`config.mk`:
```
export PLATFORM = sky130hd
export DESIGN_NAME = seq_store
export DESIGN_NICKNAME = d
export VERILOG_FILES = /design/src/rtl/simon_pkg.sv /design/src/rtl/lfsr16.sv /design/src/rtl/seq_store.sv
export SDC_FILE = /design/constraint.sdc
export NUM_CORES = 1
export LEC_CHECK = 0
export ABC_AREA = 1
export CAP_MARGIN = 20
export CORE_ASPECT_RATIO = 1.25
export CORE_MARGIN = 2
export CORE_UTILIZATION = 40
export CTS_CLUSTER_SIZE = 25
export DETAILED_ROUTE_END_ITERATION = 16
export GPL_ROUTABILITY_DRIVEN = 0
export PLACE_DENSITY = 0.6
export SETUP_SLACK_MARGIN = 0.1
export SLEW_MARGIN = 20
export SYNTH_ARGS = -nofsm -noshare
export SYNTH_HDL_FRONTEND = slang
export SYNTH_SLANG_ARGS = --single-unit
```
`constraint.sdc`:
```
create_clock -name clk -period 3.7 [get_ports clk]
set_clock_uncertainty 0.1 [all_clocks]
set_input_delay 0.74 -clock clk [delete_from_list [all_inputs] [get_ports clk]]
set_output_delay 0.74 -clock clk [all_outputs]
set_load 0.005 [all_outputs]
```
`src/rtl/simon_pkg.sv`:
```
// Shared constants and types for the Simon game controller and its sequence memory.
package simon_pkg;

  localparam int ADDR_W = 5;
  localparam int DEPTH  = 2 ** ADDR_W;

  typedef logic [1:0] color_t;

  localparam logic [15:0] LFSR_TAPS         = 16'hB400;
  localparam logic [15:0] LFSR_SEED_DEFAULT = 16'hACE1;

endpackage

```
`src/rtl/lfsr16.sv`:
```
// Free-running 16-bit right-shift Galois LFSR; steps on every clock out of reset.
module lfsr16 #(
  parameter logic [15:0] SEED = simon_pkg::LFSR_SEED_DEFAULT
) (
  input  logic        clk,
  input  logic        rst,
  output logic [15:0] state
);
  import simon_pkg::*;

  // An all-zero seed would lock the register, so it is replaced by 1.
  localparam logic [15:0] SEED_EFF = (SEED == 16'h0000) ? 16'h0001 : SEED;

  always_ff @(posedge clk or posedge rst) begin
    if (rst) begin
      state <= SEED_EFF;
    end else begin
      state <= (state >> 1) ^ (state[0] ? LFSR_TAPS : '0);
    end
  end

endmodule

```
`src/rtl/seq_store.sv`:
```
// Simon colour-sequence memory: register array with valid bits, length counter and
// an LFSR supplying the colour captured on each write.
module seq_store #(
  parameter int          DEPTH     = simon_pkg::DEPTH,
  parameter int          ADDR_W    = simon_pkg::ADDR_W,
  parameter logic [15:0] LFSR_SEED = simon_pkg::LFSR_SEED_DEFAULT
) (
  input  logic              clk,
  input  logic              rst,
  input  logic              mem_write,
  input  logic [ADDR_W-1:0] mem_addr,
  output logic [1:0]        mem_data,
  output logic [1:0]        random_seq,
  output logic              entry_valid,
  output logic [ADDR_W:0]   seq_len,
  output logic              full
);
  import simon_pkg::*;

  localparam logic [ADDR_W:0] LEN_FULL = (ADDR_W + 1)'(DEPTH);

  logic [15:0]      lfsr_state;
  logic             lfsr_unused;
  color_t           entry [DEPTH];
  logic [DEPTH-1:0] valid;

  lfsr16 #(.SEED(LFSR_SEED)) u_lfsr (
    .clk   (clk),
    .rst   (rst),
    .state (lfsr_state)
  );

  assign random_seq  = lfsr_state[1:0];
  assign lfsr_unused = ^lfsr_state[15:2];

  // Address 0 starts a new game: stale entries keep their data but lose validity.
  always_ff @(posedge clk or posedge rst) begin
    if (rst) begin
      for (int unsigned i = 0; i < DEPTH; i++) begin
        entry[i] <= '0;
      end
      valid   <= '0;
      seq_len <= '0;
    end else if (mem_write) begin
      entry[mem_addr] <= random_seq;
      if (mem_addr == '0) begin
        valid   <= DEPTH'(1);
        seq_len <= (ADDR_W + 1)'(1);
      end else begin
        valid[mem_addr] <= 1'b1;
        if (!valid[mem_addr]) begin
          seq_len <= seq_len + 1'b1;
        end
      end
    end
  end

  always_comb begin
    entry_valid = valid[mem_addr];
    mem_data    = entry_valid ? entry[mem_addr] : 2'b00;
    full        = (seq_len == LEN_FULL);
  end

endmodule

```
# [Yosys cells after proc, flatten, opt, wreduce, memory -nomap -nowiden]
# Index checks and enable logic that the tools add are counted.
[word_totals] reg_bits=118 latchBits=0 ram_bits=0 rom_bits=0 input_bits=8 output_inout_bits=12 word_cells=64 n_memories=0
[op_classes] addsub=1 n_mul=0 div=0 n_lt_le_gt_ge=4 n_eq_ne=2 n_shift=0 muxes=15 bitwise=3 reduce_logical=4
[op_table] cell="64-bit bitwise mux" count=1
[op_table] cell="32-bit 2-to-1 mux" count=1
[op_table] cell="32-bit OR" count=1
[op_table] cell="16-bit 2-to-1 mux" count=1
[op_table] cell="15-bit by 16-bit bitwise XOR with 16-bit output" count=1
[op_table] cell="6-bit 2-to-1 mux" count=2
[op_table] cell="2-bit binary-select mux with 5-bit select" count=1
[op_table] cell="2-bit demux with 5-bit select" count=1
[op_table] cell="2-bit 2-to-1 mux" count=4
[op_table] cell="6-bit by 1-bit adder with 6-bit output, second input constant" count=1
[op_table] cell="6-bit equality test, second input constant" count=1
[op_table] cell="6-bit greater-or-equal comparator, second input constant" count=1
[op_table] cell="5-bit by 6-bit less-than comparator with 1-bit output, second input constant" count=1
[op_table] cell="6-bit by 1-bit less-than comparator with 1-bit output, second input constant" count=1
[op_table] cell="5-bit inverter with 6-bit output" count=1
[op_table] cell="1-bit binary-select mux with 5-bit select" count=1
[op_table] cell="1-bit demux with 5-bit select" count=1
[op_table] cell="5-bit by 1-bit greater-or-equal comparator with 1-bit output, second input constant" count=1
[op_table] cell="5-bit zero test" count=1
[op_table] cell="1-bit logical AND" count=2
[op_table] cell="1-bit 2-to-1 mux" count=2
[op_table] cell="2-bit by 1-bit != test with 1-bit output, second input constant" count=1
[op_table] cell="2-bit AND reduction" count=1

# [Longest topological paths before layout]
[depth] ltp_word=6 mapped_depth=13 depth_no_buf=12

# [Cells and area by module]
# From an unflattened synthesis, not the netlist that was laid out.
[hier_totals] cells_unflattened=640 area_unflattened_um2=5318.9
[by_module_without_submodules] mod="seq_store" instances=1 cells_each=610 area_each_um2=4855.9
[by_module_without_submodules] mod="lfsr16" instances=1 cells_each=30 area_each_um2=462.9

# [Worst setup path after synthesis]
# OpenSTA, ideal clock, no wires.
[synth_timing] kind="input port to output port" start="in mem_addr[0]" end="out mem_data[1]" t_arrival_ns=1.713 slack_ns=1.147 stages=12 n_path_buf=2 cell_sequence="buf_4 > nand2_4 > inv_2 > buf_4 > a22oi_1 > nand2_1 > nand2_1 > nand2_1 > nor2_1 > nand2_1 > nand2_1 > inv_1"
[synth_between] elab_chain_cells=5
[synth_lines] item="start, declared" line="seq_store.sv:11" source="input logic [ADDR_W-1:0] mem_addr,"
[synth_lines] item="5-bit inverter with 6-bit output (implied by the code)" line="seq_store.sv:60" source="mem_data = entry_valid ? entry[mem_addr] : 2'b00;"
[synth_lines] item="2-bit binary-select mux with 5-bit select" line="seq_store.sv:60"
[synth_lines] item="2-bit 2-to-1 mux (implied by the code) (2 in a row)" line="seq_store.sv:60"
[synth_lines] item="2-bit 2-to-1 mux (*)" line="seq_store.sv:60"
[synth_lines] item="end, declared" line="seq_store.sv:12" source="output logic [1:0] mem_data,"
# Mark *: on every way between the ends. The rest lies on a longest branch, timed or not. The select of a mux whose other input is x is not followed.

# [Worst setup path after layout]
[layout_timing] start="in mem_addr[2]" end="out mem_data[0]"
# The elaborated chain is that of the path after synthesis.

==> reports/results.ini <==
[clock_tree]
clock_latency_ns=0.42
cts_buffers=17
clock_path_buffers=2
clkSinkCount=118
ctsHtreeMaxLevel=4
clock-root-buffer=clkbuf_16
cts_tree=built
ctsHoldBuffers=0
path_clk_slew_ns=0.06

[yosys]
ys_seq_area_frac=0.550
synth_top_area_frac=0.511
synth-warning-count=0
synth.area.top_cells=dfrtp_1 (51%), nand2_1 (14%), o21ai_0 (5.3%)
syn_area_sq_um=5380
synth_nets=641
avgSynthCellArea_sq_um=8.53
synth_top_family_by_area=simple AND/OR/NAND/NOR gates
synthXorXnorAreaFrac=0.00976
synth_seq_cells=118
synth_fa_ha_area_frac=0.00465
yosysTopAreaCell=dfrtp_1
ys_types=27
synth_compound_area_frac=0.121
synthSimpleGateAreaFrac=0.260
synthCells=631
muxShareOfSynthArea=0

[power]
p_int_mw=2.76
p_clk_frac=0.434
p_total_mw=3.88
p_sw_mw=1.12
leakagePower_nw=3.23
power.share.combinational=0.151
vdd_drop_max_uv=299
switching_share=0.288
seqPwrFrac=0.415
power_density_nw_per_um2=588

[place]
dp_cells=830
io_buffer_count=19
dp_slack_ns=-0.0611
dpl.hpwl_um=9280

[worst_setup_path]
crit_path_end_kind=output port
worst-setup-path-type=in -> out
crit_chain=clkdlybuf4s50_1 -> inv_1 -> nor3_1 -> buf_4 -> nand2_1 -> nand2_1 -> nor2_2 -> nand2_4 -> nand2_1 -> inv_1 -> clkdlybuf4s50_1
rrSetupSlack_ns=1.65
worstReg2RegEnd=entry[10]
worstPathRequired_ns=2.86
path_common_cell=nand2_1
worst-path-max-fanout=7
arrival_ns=2.64
rr_startpoint=u_lfsr.state[0]
crit_path_top_delay_cell=clkdlybuf4s50_1
max_stage_delay_ns=0.49
critPathLaunchType=input port
worstSetupEndpoint=mem_data[0]
r2r_cells=2
crit_path_start=mem_addr[2]

[drt]
firstDrtPassIters=5
wl_per_cell_um=15.5
dr_total_vias=4365
routed_wl_um=13500
drc=0
drt_iter0_drc=276
ant_nets=0
vias_per_cell=5.03

[floorplan]
die_area_sq_um=14400
dieHeight_um=134
core.rowCount=47
pin_count=20
start_util=0.409
core_area_sq_um=13200
fp.dieW_um=108

[timing]
setup_slack_ns=0.224
finalHoldViolCount=0
max_clock_freq_ghz=0.288
rsz0062_at_grt=true
final_max_slew_viol_count=0
min_period_ns=3.48
finalSetupViolCount=0
worst_pin_slew_ns=0.888
timing.slew.headroom=0.404
min_period_over_period=0.940

[layout]
fill_cells=1244
nets=694
synthToLayoutAreaGrowth_pct=22.8
antenna_cells=0
regArea_sq_um=2960
utilization=0.502
layoutNonFillerInstCount=868
final_layout_size_suffix_gt1_frac=0.176
multiInputGateArea_sq_um=2150

[global_route]
grt_pass1_wl_um=22500
grt_usage=0.206
grt-ovfl-total=0
grt_max_degree=59
grt_pass1_vias=4352
antenna_found_initial=0

[run]
maxCapViolCount=0

[status]
status=complete, no violations

[worst_hold_path]
hold_class=reg -> reg

## sequential cells by signal (all words and copies together), names as in the netlist
register and flops:
entry 64, u_lfsr.state 16, seq_len 6, valid 32
## Yosys cell counts
| cell type | number |
|---|---|
| clkbuf_1 | 4 |
| ha_1 | 2 |
| nor2_2 | 13 |
| nor2_4 | 3 |
| inv_1 | 28 |
| o21ai_0 | 57 |
| a22oi_1 | 22 |
| or2_2 | 1 |
| nor3_2 | 5 |
| buf_4 | 10 |
| nor3_1 | 3 |
| nand2_4 | 5 |
| nand3_2 | 1 |
| a21oi_1 | 37 |
| dfrtp_1 | 110 |
| dfstp_2 | 8 |
| buf_2 | 7 |
| o21ai_1 | 3 |
| buf_6 | 1 |
| nand3_1 | 14 |
| inv_2 | 13 |
| nand2_1 | 200 |
| nor4_1 | 1 |
| xor2_1 | 6 |
| nor2_1 | 74 |
| clkinv_1 | 1 |
| nor2_8 | 2 |
## what timing repair did
action	4_1_cts	5_1_grt
gates resized for setup	4	6
buffers inserted	2	3
cloned	1	0
pin swaps	1	1
setup endpoints to repair	3	3
## cell usage in the layout (no fill, tap or decap), types with 3 or more instances in the layout
| master | Yosys | final |
|---|---|---|
| dfstp_2 | 8 | 8 |
| nand2_4 | 5 | 5 |
| clkbuf_16 | 0 | 17 |
| a21oi_1 | 37 | 37 |
| nor2_2 | 13 | 13 |
| buf_4 | 10 | 32 |
| a22oi_1 | 22 | 22 |
| inv_8 | 0 | 4 |
| clkdlybuf4s50_1 | 0 | 15 |
| nand3_1 | 14 | 14 |
| nor2_4 | 3 | 4 |
| nand2_1 | 200 | 200 |
| buf_12 | 0 | 3 |
| nor3_2 | 5 | 6 |
| o21ai_1 | 3 | 3 |
| inv_1 | 28 | 27 |
| nor2_1 | 74 | 74 |
| o21ai_0 | 57 | 57 |
| inv_2 | 13 | 12 |
| xor2_1 | 6 | 6 |
| dfrtp_1 | 110 | 110 |
| inv_6 | 0 | 6 |
## critical path, delay by kind of cell
kind / cells / cell delay, ns
buffers and inverters: 5 / 1.34
AND/OR/NAND/NOR: 6 / 0.55
## per-layer routing
metal  vias up  share of wire  global-route usage  wire length [um]
met5         -              0                   0                 0
met4         0          0.032               0.108               427
met3        26          0.034              0.0489               462
met2        91           0.49               0.327              6570
met1      2107           0.45               0.261              6030
li1       2141              -                   -                 -
## power by group through the flow
stage          Combinational [mW]  Clock, mW  Sequential [mW]
5_1_grt                     0.672       1.78             1.64
6_report                    0.586       1.69             1.61
2_1_floorplan               0.373          0             1.60
3_5_place_dp                0.579          0             1.63
3_3_place_gp                0.569          0             1.63
4_1_cts                     0.590       1.72             1.61
## final cells by class
type | instances | share of cell area
clock buffers | 17 | 0.0644
flip-flops and latches | 118 | 0.448
multi-input cells | 450 | 0.326
clock inverters | 15 | 0.0276
repair buffers | 55 | 0.0765
inverters | 42 | 0.0248
well taps | 171 | 0.0324
## cells by family (layout without fill, tap and decap cells)
| logic type | Yosys count | in the layout |
|---|---|---|
| flops | 118 | 118 |
| fa+ha+maj | 2 | 2 |
| buf+inv | 64 | 129 |
| xor+xnor | 6 | 6 |
| compound gates | 119 | 119 |
| simple gates | 322 | 323 |
## worst min path at each step
stage / start / to / slack (ns) / cells past startpoint
final: u_lfsr.state[2] / u_lfsr.state[1] / 0.25 / 0
after global routing: u_lfsr.state[6] / u_lfsr.state[5] / 0.26 / 0
after CTS: u_lfsr.state[8] / u_lfsr.state[7] / 0.25 / 0
after detailed placement: u_lfsr.state[8] / u_lfsr.state[7] / 0.24 / 0
after global placement: u_lfsr.state[9] / u_lfsr.state[8] / 0.23 / 0
after floorplan: u_lfsr.state[2] / u_lfsr.state[1] / 0.23 / 0
## stage by stage
| step | hold slack, ns | instance area [sq um] | setup TNS (ns) |
|---|---|---|---|
| floorplan | 0.231 | 5390 | 0 |
| global placement | 0.233 | 5920 | -0.0284 |
| detailed placement | 0.238 | 5920 | -0.0793 |
| CTS | 0.253 | 6560 | 0 |
| global route | 0.257 | 6610 | 0 |
| finish | 0.252 | 6610 | 0 |
Power figures use the tool's default switching activity.
